[src/rtl/irq_pkg.sv]
// rtl/irq_pkg.sv - shared types and constants for the interrupt controller
package irq_pkg;

    localparam int NIRQ_DEFAULT = 7;
    localparam int VECW_DEFAULT = 3;

    localparam logic [1:0] REG_MASK    = 2'd0;
    localparam logic [1:0] REG_PENDING = 2'd1;
    localparam logic [1:0] REG_MODE    = 2'd2;
    localparam logic [1:0] REG_STATUS  = 2'd3;

    // Encoding is visible to software through the STATUS register.
    typedef enum logic [1:0] {
        IDLE = 2'd0,
        REQ  = 2'd1,
        ISR  = 2'd2
    } irq_state_t;

endpackage

[src/rtl/irq_prio_enc.sv]
// rtl/irq_prio_enc.sv - lowest-index-first priority encoder returning index+1
module irq_prio_enc #(
    parameter int N = 7,
    parameter int W = 3
) (
    input  logic [N-1:0] req,
    output logic         valid,
    output logic [W-1:0] vec
);

    always_comb begin
        valid = |req;
        vec   = '0;
        for (int i = N - 1; i >= 0; i--) begin
            if (req[i]) begin
                vec = W'(i + 1);
            end
        end
    end

endmodule

[src/rtl/irq_controller.sv]
// rtl/irq_controller.sv - masked edge/level interrupt controller with req/ack/eoi handshake
module irq_controller
    import irq_pkg::*;
#(
    parameter int NIRQ = NIRQ_DEFAULT,
    parameter int VECW = VECW_DEFAULT
) (
    input  logic            clk,
    input  logic            rst,
    input  logic [NIRQ-1:0] irq_in,
    input  logic            cfg_we,
    input  logic [1:0]      cfg_addr,
    input  logic [15:0]     cfg_din,
    output logic [15:0]     cfg_dout,
    output logic            cpu_irq,
    output logic [VECW-1:0] cpu_vec,
    input  logic            cpu_ack,
    input  logic            cpu_eoi
);

    logic [NIRQ-1:0] mask_q;
    logic [NIRQ-1:0] mode_q;
    logic [NIRQ-1:0] pending_q;
    logic [NIRQ-1:0] prev_q;
    logic [NIRQ-1:0] cur_sel_q;
    irq_state_t      state_q;

    logic [NIRQ-1:0] eligible;
    logic [NIRQ-1:0] enc_onehot;
    logic [NIRQ-1:0] edge_set;
    logic [NIRQ-1:0] ack_clr;
    logic [NIRQ-1:0] clr;
    logic [NIRQ-1:0] pending_nxt;
    logic            enc_valid;
    logic [VECW-1:0] enc_vec;
    logic            withdraw;
    logic            do_ack;
    logic            wr_mask;
    logic            wr_mode;
    logic            wr_pend;
    logic [15:0]     rd_data;
    logic            unused_din;

    assign eligible   = pending_q & ~mask_q;
    assign wr_mask    = cfg_we && (cfg_addr == REG_MASK);
    assign wr_mode    = cfg_we && (cfg_addr == REG_MODE);
    assign wr_pend    = cfg_we && (cfg_addr == REG_PENDING);
    assign unused_din = ^cfg_din;

    irq_prio_enc #(
        .N (NIRQ),
        .W (VECW)
    ) u_prio_enc (
        .req   (eligible),
        .valid (enc_valid),
        .vec   (enc_vec)
    );

    always_comb begin
        enc_onehot = '0;
        for (int i = 0; i < NIRQ; i++) begin
            enc_onehot[i] = (enc_vec == VECW'(i + 1));
        end
        // The latched source is withdrawn once it is no longer both pending and unmasked.
        withdraw    = (state_q == REQ) && !(|(cur_sel_q & eligible));
        do_ack      = (state_q == REQ) && !withdraw && cpu_ack;
        ack_clr     = do_ack ? (cur_sel_q & ~mode_q) : '0;
        edge_set    = irq_in & ~prev_q;
        clr         = (wr_pend ? cfg_din[NIRQ-1:0] : '0) | ack_clr;
        pending_nxt = (mode_q & irq_in) | (~mode_q & (edge_set | (pending_q & ~clr)));
    end

    always_comb begin
        rd_data = '0;
        case (cfg_addr)
            REG_MASK:    rd_data[NIRQ-1:0] = mask_q;
            REG_PENDING: rd_data[NIRQ-1:0] = pending_q;
            REG_MODE:    rd_data[NIRQ-1:0] = mode_q;
            REG_STATUS: begin
                rd_data[VECW+2]      = (state_q != IDLE);
                rd_data[VECW+1 -: 2] = state_q;
                rd_data[VECW-1:0]    = (state_q == ISR) ? cpu_vec : '0;
            end
        endcase
    end

    always_ff @(posedge clk or negedge rst) begin
        if (!rst) begin
            mask_q    <= '1;
            mode_q    <= '0;
            pending_q <= '0;
            prev_q    <= '0;
            cfg_dout  <= '0;
        end else begin
            prev_q    <= irq_in;
            pending_q <= pending_nxt;
            cfg_dout  <= rd_data;
            if (wr_mask) begin
                mask_q <= cfg_din[NIRQ-1:0];
            end
            if (wr_mode) begin
                mode_q <= cfg_din[NIRQ-1:0];
            end
        end
    end

    always_ff @(posedge clk or negedge rst) begin
        if (!rst) begin
            state_q   <= IDLE;
            cpu_irq   <= 1'b0;
            cpu_vec   <= '0;
            cur_sel_q <= '0;
        end else begin
            case (state_q)
                IDLE: begin
                    if (enc_valid) begin
                        cpu_vec   <= enc_vec;
                        cur_sel_q <= enc_onehot;
                        cpu_irq   <= 1'b1;
                        state_q   <= REQ;
                    end
                end
                REQ: begin
                    if (withdraw) begin
                        cpu_irq <= 1'b0;
                        cpu_vec <= '0;
                        state_q <= IDLE;
                    end else if (cpu_ack) begin
                        cpu_irq <= 1'b0;
                        state_q <= ISR;
                    end
                end
                ISR: begin
                    if (cpu_eoi) begin
                        cpu_vec <= '0;
                        state_q <= IDLE;
                    end
                end
                default: state_q <= IDLE;
            endcase
        end
    end

endmodule

[config.mk]
export PLATFORM = sky130hd
export DESIGN_NAME = irq_controller
export DESIGN_NICKNAME = d
export VERILOG_FILES = /design/src/rtl/irq_pkg.sv /design/src/rtl/irq_prio_enc.sv /design/src/rtl/irq_controller.sv
export SDC_FILE = /design/constraint.sdc
export NUM_CORES = 1
export LEC_CHECK = 0
export ABC_AREA = 1
export BUFFER_PORTS_ARGS = -buffer_cell sky130_fd_sc_hd__buf_2
export CAP_MARGIN = 25
export CORE_MARGIN = 3
export CORE_UTILIZATION = 55
export DETAILED_ROUTE_END_ITERATION = 10
export PLACE_DENSITY = 0.77
export RECOVER_POWER = 50
export SKIP_LAST_GASP = 1
export SYNTH_ARGS = -nofsm -noshare
export SYNTH_HDL_FRONTEND = slang
export SYNTH_SLANG_ARGS = --single-unit
[constraint.sdc]
create_clock -name clk -period 1.4 [get_ports clk]
set_input_delay 0.42 -clock clk [delete_from_list [all_inputs] [get_ports clk]]
set_output_delay 0.42 -clock clk [all_outputs]
set_load 0.01 [all_outputs]
==> metrics, run 1 <==
Syn. warnings=0; total track usage=23.0%; max-slew violation count=0; post-route cell area=3070 um^2; post-route ant nets=0; Worst path max stage delay=540 ps; Setup crit start kind=flop; Hold Buf Count CTS=0; drt pass-1 iters=5; clk root buf=clkbuf_8; via count=2205; flops & latches, synth=48; initial antenna violation count=0; highest net fanout along the worst path=3; Worst Setup Path Type=flop to flop; pin count of the biggest net entering global routing=49; htree depth=2; routability cong.=0.873; Inserted Clock Buffers=5; top-count cell post-synth=nand2_1; Rows=23; ANT cells=0; static leakage=0.00155 uW; vias per inst=5.42; TritonCTS Sinks=48; critical path arrival=1750 ps; # fillers=311; CP cell instances=inv_1 > nand2_2 > buf_4 > nand3_1 > nand2_1 > nand4_1 > o22ai_2; number of max-cap violations=0; setup ws final=-126 ps; initial DRC count=196; clk slew on worst S/H paths=90 ps; synthesis-to-layout area growth=22.9%; DP Wirelength=4.25 mm; Fmax achieved=0.655 GHz; Final Setup Violations=14; first-pass GRT wire length=9.25 mm; clock tree buffer depth=2; synthesized area=2490 um^2; status=finished with violations; Reg-to-Reg Start=mask_q[3]; worst endpoint required time=1630 ps; GR met1 Demand/Resource=29.5%; violated checks=setup timing; clock skew=11.3 ps; IO Pins=50; die width=73.4 um; GR peak layer=met2; WL per Instance=15.3 um; Synth top area share=41.1%; syn avg cell area=8.43 um^2; clock tree from TritonCTS=done; prevailing post-synth register cell=dfrtp_1; die extent in y=73.4 um; GR Layer Usage met3=5.06%; shortest period the worst path allows=1530 ps; Worst Hold Depth=1; register area share after synthesis=48.5%; Power Total=5050 uW; Critical R2R Capture=cur_sel_q[6]; power per cell area=1650 nW/um^2; Initial Utilization=59.8%; Placeable Area=4170 um^2; Die Area=5380 um^2; met2 Use GR=38.5%; Hold EP=prev_q[5]; clock latency at the later pin of the worst-skew pair=310 ps; final net count=390; synth cell count leaders=nand2_1 (84), dfrtp_1 (41), inv_1 (38); worst reg2reg path depth=7; area leader, netlist=dfrtp_1; placed instance area=2800 um^2; final hold vios=0; r2r setup slk=-130 ps; crit path capture type=flop; largest cells by area after synthesis=dfrtp_1 (41%), nand2_1 (13%), dfstp_2 (7.4%), inv_1 (5.7%), nand3_1 (4.0%); worst min path class=input port to flop; HP Start=irq_in[5]; vias in the first global route=2034; peak supply drop=0.000844 V; Post-Synthesis Cells=296; PortBufs=31; DRC viols=0; Synth cell types=28; Tcrit/Tclk final=109%; Tightest Pin Transition=1150 ps; asr flop ratio synth=100%; Post-synth EDFFs=0; Crit-path slowest cell=dfstp_2; RSZ-0062 raised after global routing=true; WL final=6.22 mm; normalized max-slew margin=23.4%; total grt overflow=0; share of cells above drive strength 1=37.5%; Setup TNS=-877 ps
## area by class of cell
class | instances | area (um^2) | area share (%)
Timing Repair Buffer | 56 | 340 | 11.1
Inverter | 47 | 184 | 6.00
Clock buffer | 6 | 82.6 | 2.69
Multi-Input combinational cell | 198 | 1180 | 38.4
Clock inverter | 2 | 10.0 | 0.326
Tap cell | 50 | 62.6 | 2.04
Sequential cell | 48 | 1210 | 39.5
## cells by family after synthesis
group	after synthesis	synth area share, %
AOI/OAI and AO/OA	41	11.9
adders and majority gates	4	2.01
buffers and inverters	58	10.5
DFF	48	48.5
other	1	0.150
and+or+nand+nor	144	26.9
## repair_timing
item,CTS,global route
setup buffers,2,6
pin swaps,5,20
endpoints found under the setup margin,19,20
resized for setup,5,29
gates cloned,0,0
## critical path, delay by kind of cell, from the launching register on
kind	cells	cell delay, ps
flops	1	540
simple gates	4	560
buf+inv	2	190
compound gates	1	170
## per-stage QoR
step	std cells	utilization, %	setup slack, ps	hold WS [ps]
CTS	401	69.9	-43.5	90.3
floorplan	304	-	83.3	124
detailed placement	391	67.1	-26.4	425
finish	407	73.5	-126	226
global route	407	73.5	-155	213
global placement	391	67.1	17.0	420
## sequential cells by signal (all words and copies together), names as in the netlist
register   cells
cpu_vec        3
cfg_dout       7
cpu_irq        1
cur_sel_q      7
pending_q      7
mode_q         7
state_q        2
mask_q         7
prev_q         7
## worst max path at each step
stage                         start      endpoint  slack [ps]  cells past startpoint
after floorplan           mask_q[3]  cur_sel_q[2]          80                      9
after global routing      mask_q[3]    cpu_vec[1]        -160                      9
after detailed placement  mask_q[2]    state_q[1]         -30                     10
after global placement    mask_q[2]  cur_sel_q[2]          20                      9
final                     mask_q[3]  cur_sel_q[6]        -130                      7
after CTS                 mask_q[2]    state_q[1]         -40                     10
## layout by cell type (no fill, tap or decap), types with 2 or more instances in the layout
cell,n
nand2_1,75
nor2_2,3
o2111ai_1,5
nand3_1,15
buf_2,28
dfstp_2,7
conb_1,9
dfrtp_1,41
nor2_1,11
clkinv_2,2
inv_2,8
buf_4,23
inv_1,37
o21ai_2,9
ha_1,3
nand2_2,16
nand3_4,2
clkbuf_1,3
nand3_2,6
o21ai_1,11
nand2_4,8
clkbuf_8,6
nor2_4,7
o22ai_2,3
o21ai_0,7
## metal layers
metal,routed length [um],vias to the layer above
met5,0,-
met4,200,0
met3,465,22
met2,2990,101
met1,2570,1045
li1,-,1037
## power by group
group          leakage [uW]  switching [uW]  internal (uW)
Sequential         0.000581             270           1720
Combinational      0.000923            1340            867
Clock             0.0000510             457            394
Total               0.00155            2070           2980
Power figures use the tool's default switching activity.
==> inputs of run 2 (changes only) <==
- ABC_AREA: 1 -> 0
- CORE_UTILIZATION: 55 -> 54
- PLACE_DENSITY: 0.77 -> 0.76
==> run 2 against run 1 <==
  * The run still ends with setup timing left
  * Sequential cell count unchanged
  * Via count decreased by 11%
  * Die area decreased by 4.7%
  * Critical path type unchanged
  * Highest routed layer unchanged
==> metrics, run 2 <==
Synth cell types=39; Placeable Area=4090 um^2; largest cells by area after synthesis=dfrtp_1 (44%), dfstp_2 (7.9%), mux2_2 (6.3%), nand2_1 (3.1%), a41o_1 (3.0%); Int Pwr=3620 uW; Crit-path slowest cell=dfstp_2; Tcrit/Tclk final=134%; max-slew violation count=0; top-count cell post-synth=dfrtp_1; clock skew=8.80 ps; final net count=332; Worst path max stage delay=560 ps; Setup crit start kind=flop; die extent in y=71.6 um; power per cell area=1730 nW/um^2; share of cells above drive strength 1=50.2%; synthesis-to-layout area growth=37.6%; Synth top area share=44.2%; peak supply drop=0.00106 V; clk root buf=clkbuf_8; IO Pins=50; Sw Share=34.6%; worst min path class=input port to flop; Post-synth EDFFs=0; Setup TNS=-7180 ps; Final Setup Violations=20; die width=71.6 um; placed instance area=2930 um^2; PortBufs=31; initial DRC count=133; status=finished with violations; CP cell instances=nor2b_4 > a222oi_1 > a31oi_1 > or3_4 > a32o_1; Post-Synthesis Cells=206; initial antenna violation count=0; final core utilization=78.3%; via count=1953; first-pass GRT wire length=9.25 mm; final hold vios=0; clock latency at the later pin of the worst-skew pair=310 ps; synthesized area=2320 um^2; crit path capture type=flop; Worst Setup Path Type=flop to flop; Sw Pwr=1920 uW; part of the power in the clock network=15.1%; area leader, netlist=dfrtp_1; violated checks=setup timing; WL per Instance=17.2 um; TritonCTS Sinks=48; normalized max-slew margin=23.3%; total grt overflow=0; Syn. warnings=0; Power Total=5540 uW; WL final=5.99 mm; combinational group share of total power=50.1%; asr flop ratio synth=100%; commonest non-fill, non-tap cell in the layout=buf_4; Fin Hold WS=226 ps; clock tree buffer depth=2; Die Area=5130 um^2; syn avg cell area=11.3 um^2; ANT cells=0; Inserted Clock Buffers=5; DP Wirelength=4.27 mm; Initial Utilization=56.9%; Reg power frac=34.8%; RSZ-0062 raised after global routing=true; post-route cell area=3200 um^2; prevailing post-synth register cell=dfrtp_1; number of max-cap violations=0; shortest period the worst path allows=1870 ps; critical path arrival=2060 ps; total track usage=23.8%; Fmax achieved=0.534 GHz; flops & latches, synth=48; Tightest Pin Transition=1150 ps; static leakage=0.00153 uW; htree depth=2; Rows=23; clock tree from TritonCTS=done; worst endpoint required time=1590 ps; highest net fanout along the worst path=3; most frequent cells in the layout=buf_4 (53), dfrtp_1 (41), buf_2 (29); routability cong.=0.915; clk slew on worst S/H paths=90 ps; DRC viols=0; register area share after synthesis=52.1%; post-route ant nets=0; pin count of the biggest net entering global routing=49; vias per inst=5.60; drt pass-1 iters=4; synth cell count leaders=dfrtp_1 (41), nand2_1 (19), inv_1 (16); setup ws final=-473 ps; vias in the first global route=1950
==> run 2: changes by cell type after synthesis, moves of 6 or more <==
cell	change
nand2_1	-65
a41o_1	+7
inv_2	-8
a21boi_0	+7
mux2_2	+13
o21ai_1	-10
o21ai_2	-10
nor2_1	-6
nand3_1	-9
nand2_2	-15
inv_1	-22
==> run 2: worst paths after layout <==
check                           slack, ps  cells after the start  startpoint           to
worst max-delay path                 -470                      5   mask_q[0]   cpu_vec[2]
worst min-delay path                  230                      1   irq_in[6]    prev_q[6]
worst max register to register       -470                      5   mask_q[0]   cpu_vec[2]
worst min register to register        520                      1   mode_q[0]    mode_q[0]
max in group asynchronous             280                      2         rst   cpu_vec[1]
min in group asynchronous             420                      2         rst  cfg_dout[6]
==> run 2: layout make-up <==
type / count / area [um^2]
tap: 50 / 62.6
fill: 264 / 888
clock buffer: 8 / 90.1
inverter: 16 / 60.1
sequential: 48 / 1210
timing repair buffer: 92 / 643
multi-input combinational: 135 / 1130
==> run 2: worst max-delay path, delay by kind of cell, from the launching register on <==
family             cells  cell delay, ps
AOI/OAI and AO/OA      3             760
DFF                    1             560
and+or+nand+nor        2             450
==> run 2: power by group through the flow <==
stage | logic (uW) | clock network [uW] | registers, uW
after global routing | 2980 | 898 | 1960
after detailed placement | 2210 | 0 | 1930
after floorplan | 1100 | 0 | 1980
after CTS | 2460 | 861 | 1920
final | 2770 | 834 | 1930
after global placement | 2180 | 0 | 1930
==> run 2: stage by stage <==
stage	instances	setup WS, ps
after floorplan	214	-326
after CTS	346	-401
after global routing	349	-495
after global placement	334	-393
after detailed placement	334	-416
final	349	-473
==> run 2: cells by family (layout without fill, tap and decap cells) <==
group | Yosys count | in the layout | share of synthesized area [%]
buf+inv | 31 | 116 | 6.52
mux | 21 | 21 | 11.4
fa+ha+maj | 4 | 4 | 2.15
flops | 48 | 48 | 52.1
compound gates | 48 | 48 | 16.1
simple gates | 53 | 53 | 11.6
other cells | 1 | 9 | 0.161
==> run 2: repair_timing <==
item / 4_1_cts / 5_1_grt
cloned: 1 / 0
pin swaps: 6 / 16
buffers inserted: 3 / 3
setup endpoints to repair: 21 / 22
hold buffers: 0 / 0
resized for setup: 23 / 15
==> run 2: routing by layer <==
| metal | routed length (um) | global-route usage, % |
|---|---|---|
| met4 | 81 | 8.14 |
| met1 | 2390 | 30.3 |
| met2 | 3110 | 40.8 |
| met5 | 0 | 0 |
| met3 | 404 | 4.35 |
